[src/rtl/muldiv_pkg.sv]
// muldiv_pkg: op encodings, FSM states and divide iteration count shared by hilo_muldiv.
package muldiv_pkg;
  localparam logic [1:0] OP_MULT  = 2'b00;
  localparam logic [1:0] OP_MULTU = 2'b01;
  localparam logic [1:0] OP_DIV   = 2'b10;
  localparam logic [1:0] OP_DIVU  = 2'b11;
  localparam int DIV_ITER = 32;
  typedef enum logic [1:0] {IDLE, MUL, DIV, DONE} state_t;
endpackage

[src/rtl/div_step.sv]
// div_step: one combinational restoring-division step on a packed {remainder, quotient} pair.
module div_step #(
  parameter int WIDTH = 32
) (
  input  logic [2*WIDTH-1:0] rq,
  input  logic [WIDTH-1:0]   dvs,
  output logic [2*WIDTH-1:0] rq_n
);
  logic [WIDTH:0] diff;
  // The shifted remainder is WIDTH+1 bits so large unsigned divisors compare correctly
  assign diff = rq[2*WIDTH-1:WIDTH-1] - {1'b0, dvs};
  assign rq_n = diff[WIDTH] ? {rq[2*WIDTH-2:0], 1'b0} : {diff[WIDTH-1:0], rq[WIDTH-2:0], 1'b1};
endmodule

[src/rtl/hilo_muldiv.sv]
// hilo_muldiv: multi-cycle multiply/restoring-divide unit owning the HI/LO registers.
// Define MULDIV_EARLY_OUT_EN to finish divides with |X| < |Y| after a single busy cycle.
module hilo_muldiv
  import muldiv_pkg::*;
#(
  parameter int WIDTH      = DIV_ITER,
  parameter int MUL_CYCLES = 1
) (
  input  logic             clk,
  input  logic             rst_n,
  input  logic             Start,
  input  logic [1:0]       Op,
  input  logic [WIDTH-1:0] X,
  input  logic [WIDTH-1:0] Y,
  input  logic             HiWe,
  input  logic             LoWe,
  input  logic [WIDTH-1:0] WData,
  output logic [WIDTH-1:0] Hi,
  output logic [WIDTH-1:0] Lo,
  output logic             Busy,
  output logic             Done,
  output logic             DivZero
);
  localparam int CW  = $clog2(WIDTH);
  localparam int MCW = MUL_CYCLES > 1 ? $clog2(MUL_CYCLES) : 1;
  state_t state, state_n;
  logic [1:0] op_q;
  logic [WIDTH-1:0] x_q, y_q, dvs, ax, ay, q_fix, r_fix;
  logic [2*WIDTH-1:0] rq, rq_n, ex, ey, prod;
  logic [CW-1:0] cnt;
  logic [MCW-1:0] mcnt;
  logic early, early_in, div_zero, idle_like, go, last_mul, last_div, neg_q, neg_r;
  assign idle_like = state == IDLE || state == DONE;
  assign go        = idle_like && Start;
  assign last_mul  = state == MUL && mcnt == '0;
  assign last_div  = state == DIV && cnt == '0;
  assign ax = (Op == OP_DIV && X[WIDTH-1]) ? -X : X;
  assign ay = (Op == OP_DIV && Y[WIDTH-1]) ? -Y : Y;
`ifdef MULDIV_EARLY_OUT_EN
  assign early_in = ax < ay;
`else
  assign early_in = 1'b0;
`endif
  assign ex   = op_q[0] ? {{WIDTH{1'b0}}, x_q} : {{WIDTH{x_q[WIDTH-1]}}, x_q};
  assign ey   = op_q[0] ? {{WIDTH{1'b0}}, y_q} : {{WIDTH{y_q[WIDTH-1]}}, y_q};
  assign prod = ex * ey;
  div_step #(.WIDTH(WIDTH)) u_step (.rq(rq), .dvs(dvs), .rq_n(rq_n));
  assign neg_q = op_q == OP_DIV && (x_q[WIDTH-1] ^ y_q[WIDTH-1]);
  assign neg_r = op_q == OP_DIV && x_q[WIDTH-1];
  assign q_fix = neg_q ? -rq_n[WIDTH-1:0] : rq_n[WIDTH-1:0];
  assign r_fix = neg_r ? -rq_n[2*WIDTH-1:WIDTH] : rq_n[2*WIDTH-1:WIDTH];
  assign Busy    = state == MUL || state == DIV;
  assign Done    = state == DONE;
  assign DivZero = div_zero;
  always_comb begin
    state_n = state;
    if (go) state_n = !Op[1] ? MUL : (Y == '0 ? DONE : DIV);
    else if (state == DONE) state_n = IDLE;
    else if (last_mul || last_div) state_n = DONE;
  end
  always_ff @(posedge clk or negedge rst_n)
    if (!rst_n) state <= IDLE;
    else state <= state_n;
  always_ff @(posedge clk or negedge rst_n)
    if (!rst_n) begin
      op_q     <= '0;
      x_q      <= '0;
      y_q      <= '0;
      rq       <= '0;
      dvs      <= '0;
      cnt      <= '0;
      mcnt     <= '0;
      early    <= 1'b0;
      div_zero <= 1'b0;
      Hi       <= '0;
      Lo       <= '0;
    end else begin
      if (go) begin
        op_q  <= Op;
        x_q   <= X;
        y_q   <= Y;
        rq    <= {{WIDTH{1'b0}}, ax};
        dvs   <= ay;
        cnt   <= early_in ? '0 : CW'(WIDTH - 1);
        mcnt  <= MCW'(MUL_CYCLES - 1);
        early <= early_in;
      end else if (state == DIV) begin
        rq  <= rq_n;
        cnt <= cnt - CW'(1);
      end else if (state == MUL) mcnt <= mcnt - MCW'(1);
      div_zero <= go && Op[1] && Y == '0;
      if (last_mul) {Hi, Lo} <= prod;
      else if (last_div) begin
        Hi <= early ? x_q : r_fix;
        Lo <= early ? '0 : q_fix;
      end else if (idle_like) begin
        if (HiWe) Hi <= WData;
        if (LoWe) Lo <= WData;
      end
    end
endmodule

[config.mk]
export PLATFORM = sky130hd
export DESIGN_NAME = hilo_muldiv
export DESIGN_NICKNAME = d
export VERILOG_FILES = /design/src/rtl/muldiv_pkg.sv /design/src/rtl/div_step.sv /design/src/rtl/hilo_muldiv.sv
export SDC_FILE = /design/constraint.sdc
export NUM_CORES = 2
export LEC_CHECK = 0
export ABC_CLOCK_PERIOD_IN_PS = 8500
export CAP_MARGIN = 20
export CORE_MARGIN = 5
export CORE_UTILIZATION = 45
export CTS_BUF_LIST = sky130_fd_sc_hd__clkbuf_8
export CTS_CLUSTER_SIZE = 25
export DETAILED_ROUTE_END_ITERATION = 12
export MAX_ROUTING_LAYER = met4
export SYNTH_ARGS = -nofsm -noshare
export SYNTH_HDL_FRONTEND = slang
export SYNTH_SLANG_ARGS = --single-unit
[constraint.sdc]
create_clock -name clk -period 8.5 [get_ports clk]
set_clock_uncertainty 0.15 [all_clocks]
set_input_delay 0.85 -clock clk [delete_from_list [all_inputs] [get_ports clk]]
set_output_delay 0.85 -clock clk [all_outputs]
set_load 0.005 [all_outputs]
* Yosys cells after proc, flatten, opt, wreduce, memory -nomap -nowiden
Index checks and enable logic that the tools add are counted.
** Word-level totals
- Flip-flop bits (word level) :: 235
- Input port bits :: 103
- Output and inout bits :: 67
- Word-level logic and storage cells :: 78
** Cells by class
- $add $sub $neg :: 7
- $mul :: 1
- Equality and inequality tests :: 6
- Multiplexer cells :: 27
- Bitwise logic cells :: 2
- Reduce and logical (&&, ||, !) cells :: 24
** Operators with widths (count)
- $mux 32 :: 12
- $mux 64 :: 5
- $neg 32->32 :: 4
- $mul 64x64->64 :: 1
- $sub 33x32->33 :: 1
- $logic_not 32->1 :: 1
- $reduce_bool 3->1 :: 4
- $mux 5 :: 2
- $logic_and 1x1->1 :: 9
- $eq 2x2->1 const B :: 4
- $mux 2 :: 4
- $reduce_and 2->1 :: 3
- $logic_not 5->1 :: 1
- $sub 5x1->5 const B :: 1
- $mux 1 :: 4
- $reduce_bool 2->1 :: 2
- $logic_or 1x1->1 :: 3
- $eq 2x1->1 const B :: 1
- $logic_not 2->1 :: 1
- $ne 2x2->1 const B :: 1
- $not 1->1 :: 1
- $sub 1x1->1 const B :: 1
- $xor 1x1->1 :: 1

* Longest topological paths before layout
- Depth in word-level cells :: 6
- Depth in mapped cells :: 35
- Mapped depth without buffers :: 32

* Hierarchy
Synthesis repeated with hierarchy kept, for this count alone.
** Second synthesis, totals
- Cells, all modules :: 6905
- Area total of the unflattened synthesis :: 63119.3 µm²
** Modules (own cells, without submodules)
- hilo_muldiv :: instances 1, cells an instance 6569, area an instance 60528.1 µm², seq. area each 5855.6 µm²
- div_step :: instances 1, cells an instance 336, area an instance 2591.2 µm², seq. area each 0.0 µm²

* Worst setup path before layout
No wires, ideal clock.
- Path type :: reg-to-reg
- From :: register x_q[31]
- To :: register Hi[26]
- Setup time :: 0.131 ns
- Arrival :: 9.045 ns
- Data required time :: 8.219 ns
- Setup slack :: -0.827 ns
- Cell stages (with the launch flop) :: 31
- Path buffers :: 3
- Clock period less this slack :: 9.327 ns
- Path through :: dfrtp_1 > nor2b_1 > clkbuf_1 > clkbuf_1 > nand2_1 > fa_1 > inv_1 > fa_1 > fa_1 > inv_1 > fa_1 > inv_1 > fa_1 > fa_1 > fa_1 > fa_1 > fa_1 > inv_1 > fa_1 > inv_1 > ha_1 > clkbuf_1 > a21o_1 > a21o_1 > a21o_1 > a21oi_1 > o21ai_0 > nor2_1 > xnor2_1 > a32o_1 > or3_1
** Between the ends
- Word-level cells in the longest chain between the ends :: 4
- Elaborated cells between the ends (all ways) :: 6
- Those cells by class :: mul: 1; mux: 4; reduce/logical: 1
** RTL lines
- from (decl) :: line hilo_muldiv.sv:28 : logic [WIDTH-1:0] x_q, y_q, dvs, ax, ay, q_fix, r_fix;
- from (signal assigned) :: line hilo_muldiv.sv:67 : x_q <= '0;
- from (signal assigned) :: line hilo_muldiv.sv:80 : x_q <= X;
- branches (longest 3 deep; another with $mul 64x64->64)
- $mux 32 (*) :: line hilo_muldiv.sv:92 : if (last_mul) {Hi, Lo} <= prod;
- to (signal assigned) :: line hilo_muldiv.sv:92
- to (signal assigned) :: line hilo_muldiv.sv:94 : Hi <= early ? x_q : r_fix;
- to (signal assigned) :: line hilo_muldiv.sv:97 : if (HiWe) Hi <= WData;
- to (decl) :: line hilo_muldiv.sv:18 : output logic [WIDTH-1:0] Hi,
Every way passes the cells marked *.
A chain may end at the register's enable or synchronous reset.

* Worst setup path after layout
- From :: register op_q[0]
- To :: register Hi[31]
** Between the ends
- Word-level cells in the longest chain between the ends :: 5
- Elaborated cells between the ends (all ways) :: 8
- Those cells by class :: mul: 1; eq/ne: 1; mux: 5; reduce/logical: 1
** RTL lines
- from (decl) :: line hilo_muldiv.sv:27 : logic [1:0] op_q;
- from (signal assigned) :: line hilo_muldiv.sv:79 : op_q <= Op;
- branches (longest 4 deep; another with $mul 64x64->64)
- $mux 32 (*) :: line hilo_muldiv.sv:92
Marked as above.

==> results.txt <==
status -> finished, violations left
violated checks -> negative setup slack
mux cell area share after synthesis -> 0.0132
Rel. slew slack -> 0.278
Worst Reg-to-Reg Cells -> 33
crit path DAT -> 9.21 ns
initial antenna violation count -> 16
Worst path slowest cell -> fa_1
Largest stage delay, worst path -> 0.57 ns
largest family of logic cells by synthesized area -> adder cells
Core Area -> 0.140 mm²
crit path time final -> 8.85 ns
Min Hold Slack -> 0.00943 ns
CTS Sinks -> 234
Routed WL -> 219000 µm
Worst Hold Class -> in2async
Syn-to-layout area delta -> 19.8%
Compound-Gate Fraction of Synth Area -> 0.0768
Synth Instances -> 6984
Slew Viols, Final -> 0
Finished Layout Cells -> 9516
Worst Setup Start Kind -> register
syn avg cell area -> 9.08 µm²
global route overflow -> 0
number of enable flip-flop cells after synthesis -> 0
Port Buf Inserts -> 169
commonest non-fill, non-tap cell in the layout -> inv_1
adder-cell share of the synthesized area -> 0.518
RSZ-0062 raised after global routing -> yes
Seq. cell area -> 0.00588 mm²
Routed WL per cell -> 23.0 µm
Slew @ Worst Pin -> 1.08 ns
Pre-antenna DRT Iters -> 6
Tot GR Track Use -> 0.308
later-pin clock latency in the skew report -> 0.67 ns
PnR worst setup slack -> -0.347 ns
synth warn -> 0
Routed Antenna Nets -> 0
Rows -> 137
Most common cell on crit path -> fa_1
share of post-route cells with drive strength above 1 -> 0.168
TNS Setup -> -5.55 ns
IO Pins -> 170
Post-Synth XOR/XNOR Area -> 0.0329
Fmax -> 113 MHz
area of the multi-input gates -> 0.0523 mm²
Finish-stage setup viols -> 26
DRC viols -> 0
Syn Nets -> 8858
hold-fix buffer count after cts -> 0
#FFs+latches synth -> 234
Worst R2R Setup Slack -> -0.35 ns
Max-Cap Viols -> 0
Die Wd -> 385 µm
CP Data Required Time -> 8.86 ns
R2R Path Start -> op_q[0]
final RePlAce weighted congestion -> 0.978
cell area after synthesis -> 0.0634 mm²
Yosys cell types -> 88
crit path kind -> reg2reg
Clk pin slew, worst setup/hold paths -> 0.07 ns
Fillers -> 12700
worst r2r dst -> Hi[31]
routed vias/inst -> 5.36
endpoint type of the worst setup path -> register
CTS Buf Count -> 45
first-pass GRT wire length -> 335000 µm
TritonCTS clock tree -> built
period utilisation layout -> 1.04
Root Buffer -> clkbuf_8
Die ar. -> 0.148 mm²
Crit Path Max Fanout -> 7
register area share after synthesis -> 0.0924
largest net degree at the start of global routing -> 92
via count -> 51000
placed cell count -> 9324
Post-DP HPWL -> 183000 µm
vias in the first global route -> 54200
most frequent cells in the layout -> inv_1 (1530), fa_1 (1332), nand2_1 (869), buf_4 (603), and2_1 (584)
Worst Setup SP -> op_q[0]
nets -> 9465
Initial Util -> 0.454
DR iter-0 viols -> 4259
final hold violation count -> 0
H-tree depth -> 2
Synth Area in Simple Gates -> 0.151
Bufs on Longest Clock Path -> 3
die extent in y -> 385 µm
asr flop ratio synth -> 1.00
dominant synthesized flop cell -> dfrtp_1
## cells in the mapped netlist (6+ instances only)
| cell type | instances | share of area |
|---|---|---|
| o21ai_0 | 183 | 0.014 |
| xnor2_1 | 150 | 0.021 |
| o31a_1 | 6 | 0.00083 |
| buf_1 | 15 | 0.00089 |
| a21oi_1 | 192 | 0.015 |
| fa_1 | 1420 | 0.45 |
| a211oi_1 | 56 | 0.0066 |
| a21boi_0 | 8 | 0.00095 |
| a311oi_1 | 7 | 0.00097 |
| nand4_1 | 13 | 0.0013 |
| dfrtp_1 | 234 | 0.092 |
| nor2_1 | 176 | 0.010 |
| o211ai_1 | 18 | 0.0021 |
| and2_1 | 606 | 0.060 |
| nor2b_1 | 11 | 0.0011 |
| o22ai_1 | 8 | 0.00079 |
| o31ai_1 | 21 | 0.0025 |
| o21a_1 | 16 | 0.0019 |
| nor4_1 | 14 | 0.0014 |
| mux2_2 | 10 | 0.0018 |
| inv_1 | 1592 | 0.094 |
| nand2b_1 | 23 | 0.0023 |
| o41ai_1 | 11 | 0.0015 |
| a31oi_1 | 36 | 0.0036 |
| nor3_1 | 54 | 0.0043 |
| a221o_1 | 9 | 0.0014 |
| a2111oi_0 | 10 | 0.0014 |
| a21o_1 | 65 | 0.0077 |
| nand3b_1 | 13 | 0.0015 |
| a41oi_1 | 7 | 0.00097 |
| o21bai_1 | 15 | 0.0018 |
| and3_1 | 38 | 0.0038 |
| or3_1 | 24 | 0.0024 |
| a31o_2 | 9 | 0.0012 |
| or4_1 | 14 | 0.0017 |
| xor2_1 | 88 | 0.012 |
| a221oi_1 | 12 | 0.0017 |
| nand2_1 | 904 | 0.054 |
| nand3_1 | 44 | 0.0035 |
| ha_1 | 351 | 0.069 |
| mux2i_1 | 70 | 0.011 |
| and4_1 | 7 | 0.00097 |
| or2_2 | 10 | 0.00099 |
| clkbuf_1 | 322 | 0.019 |
| a211o_1 | 10 | 0.0014 |
## worst max path at each step
stage	end	slack (ns)
finish	Hi[31]	-0.35
global route	Hi[24]	-0.62
CTS	Hi[27]	-0.38
detailed placement	Hi[31]	-0.80
global placement	Hi[31]	-0.71
floorplan	Hi[26]	-0.17
## layer usage
metal  wire [µm]  track usage  vias to the layer above
li1            -            -                    22200
met1       96400        0.433                    26500
met2       97500        0.459                     1933
met3       18300       0.0601                      329
met4        7060       0.0801                        0
met5           0            -                        -
## layout make-up
class	count	area share
multi-input cells	4810	0.688
repair buffers	907	0.112
flip-flops and latches	234	0.0774
inverters	1593	0.0790
clock inverters	28	0.00297
clock buffers	51	0.00924
well taps	1876	0.0309
diodes	17	0.000560
## what timing repair did
action                                  4_1_cts  5_1_grt
buffers inserted                             50       50
cloned                                        5        3
endpoints found under the setup margin       37       43
pin swaps                                   143      224
hold endpoints to repair                      0        0
resized for setup                           323      230
## state kept, by name, summed over array words and instances, names as in the netlist
| register | count |
|---|---|
| y_q | 32 |
| rq | 64 |
| Lo | 32 |
| Hi | 32 |
| cnt | 5 |
| x_q | 32 |
| mcnt | 1 |
| DivZero | 1 |
| dvs | 31 |
| state | 2 |
| op_q | 2 |
## cells by family (layout without fill, tap and decap cells)
family | after synthesis | in the layout
buffers and inverters | 1940 | 2579
other | 0 | 17
adders and majority gates | 1775 | 1775
AOI/OAI and AO/OA | 748 | 748
muxes | 81 | 81
xor gates and xnor gates | 238 | 238
and+or+nand+nor | 1968 | 1968
DFF | 234 | 234
## critical path: cells and delay by family (launching register included)
family | cells | cell delay [ns]
AND/OR/NAND/NOR | 2 | 0.26
flip-flops | 1 | 0.42
buffers and inverters | 11 | 1.09
adder cells (fa/ha/maj) | 11 | 5.33
AO/OA/AOI/OAI | 9 | 1.41
## per-stage QoR
step           setup slack, ns  instance area [µm²]   util
2_1_floorplan           -0.175                63600      -
3_3_place_gp            -0.705                71800  0.514
3_5_place_dp            -0.801                71800  0.514
4_1_cts                 -0.376                74600  0.534
5_1_grt                 -0.622                75900  0.544
6_report                -0.347                76000  0.544
Power is left out: the tool's default activity adds up to more than one toggle a clock period on the data nets, which glitch-free logic cannot reach.
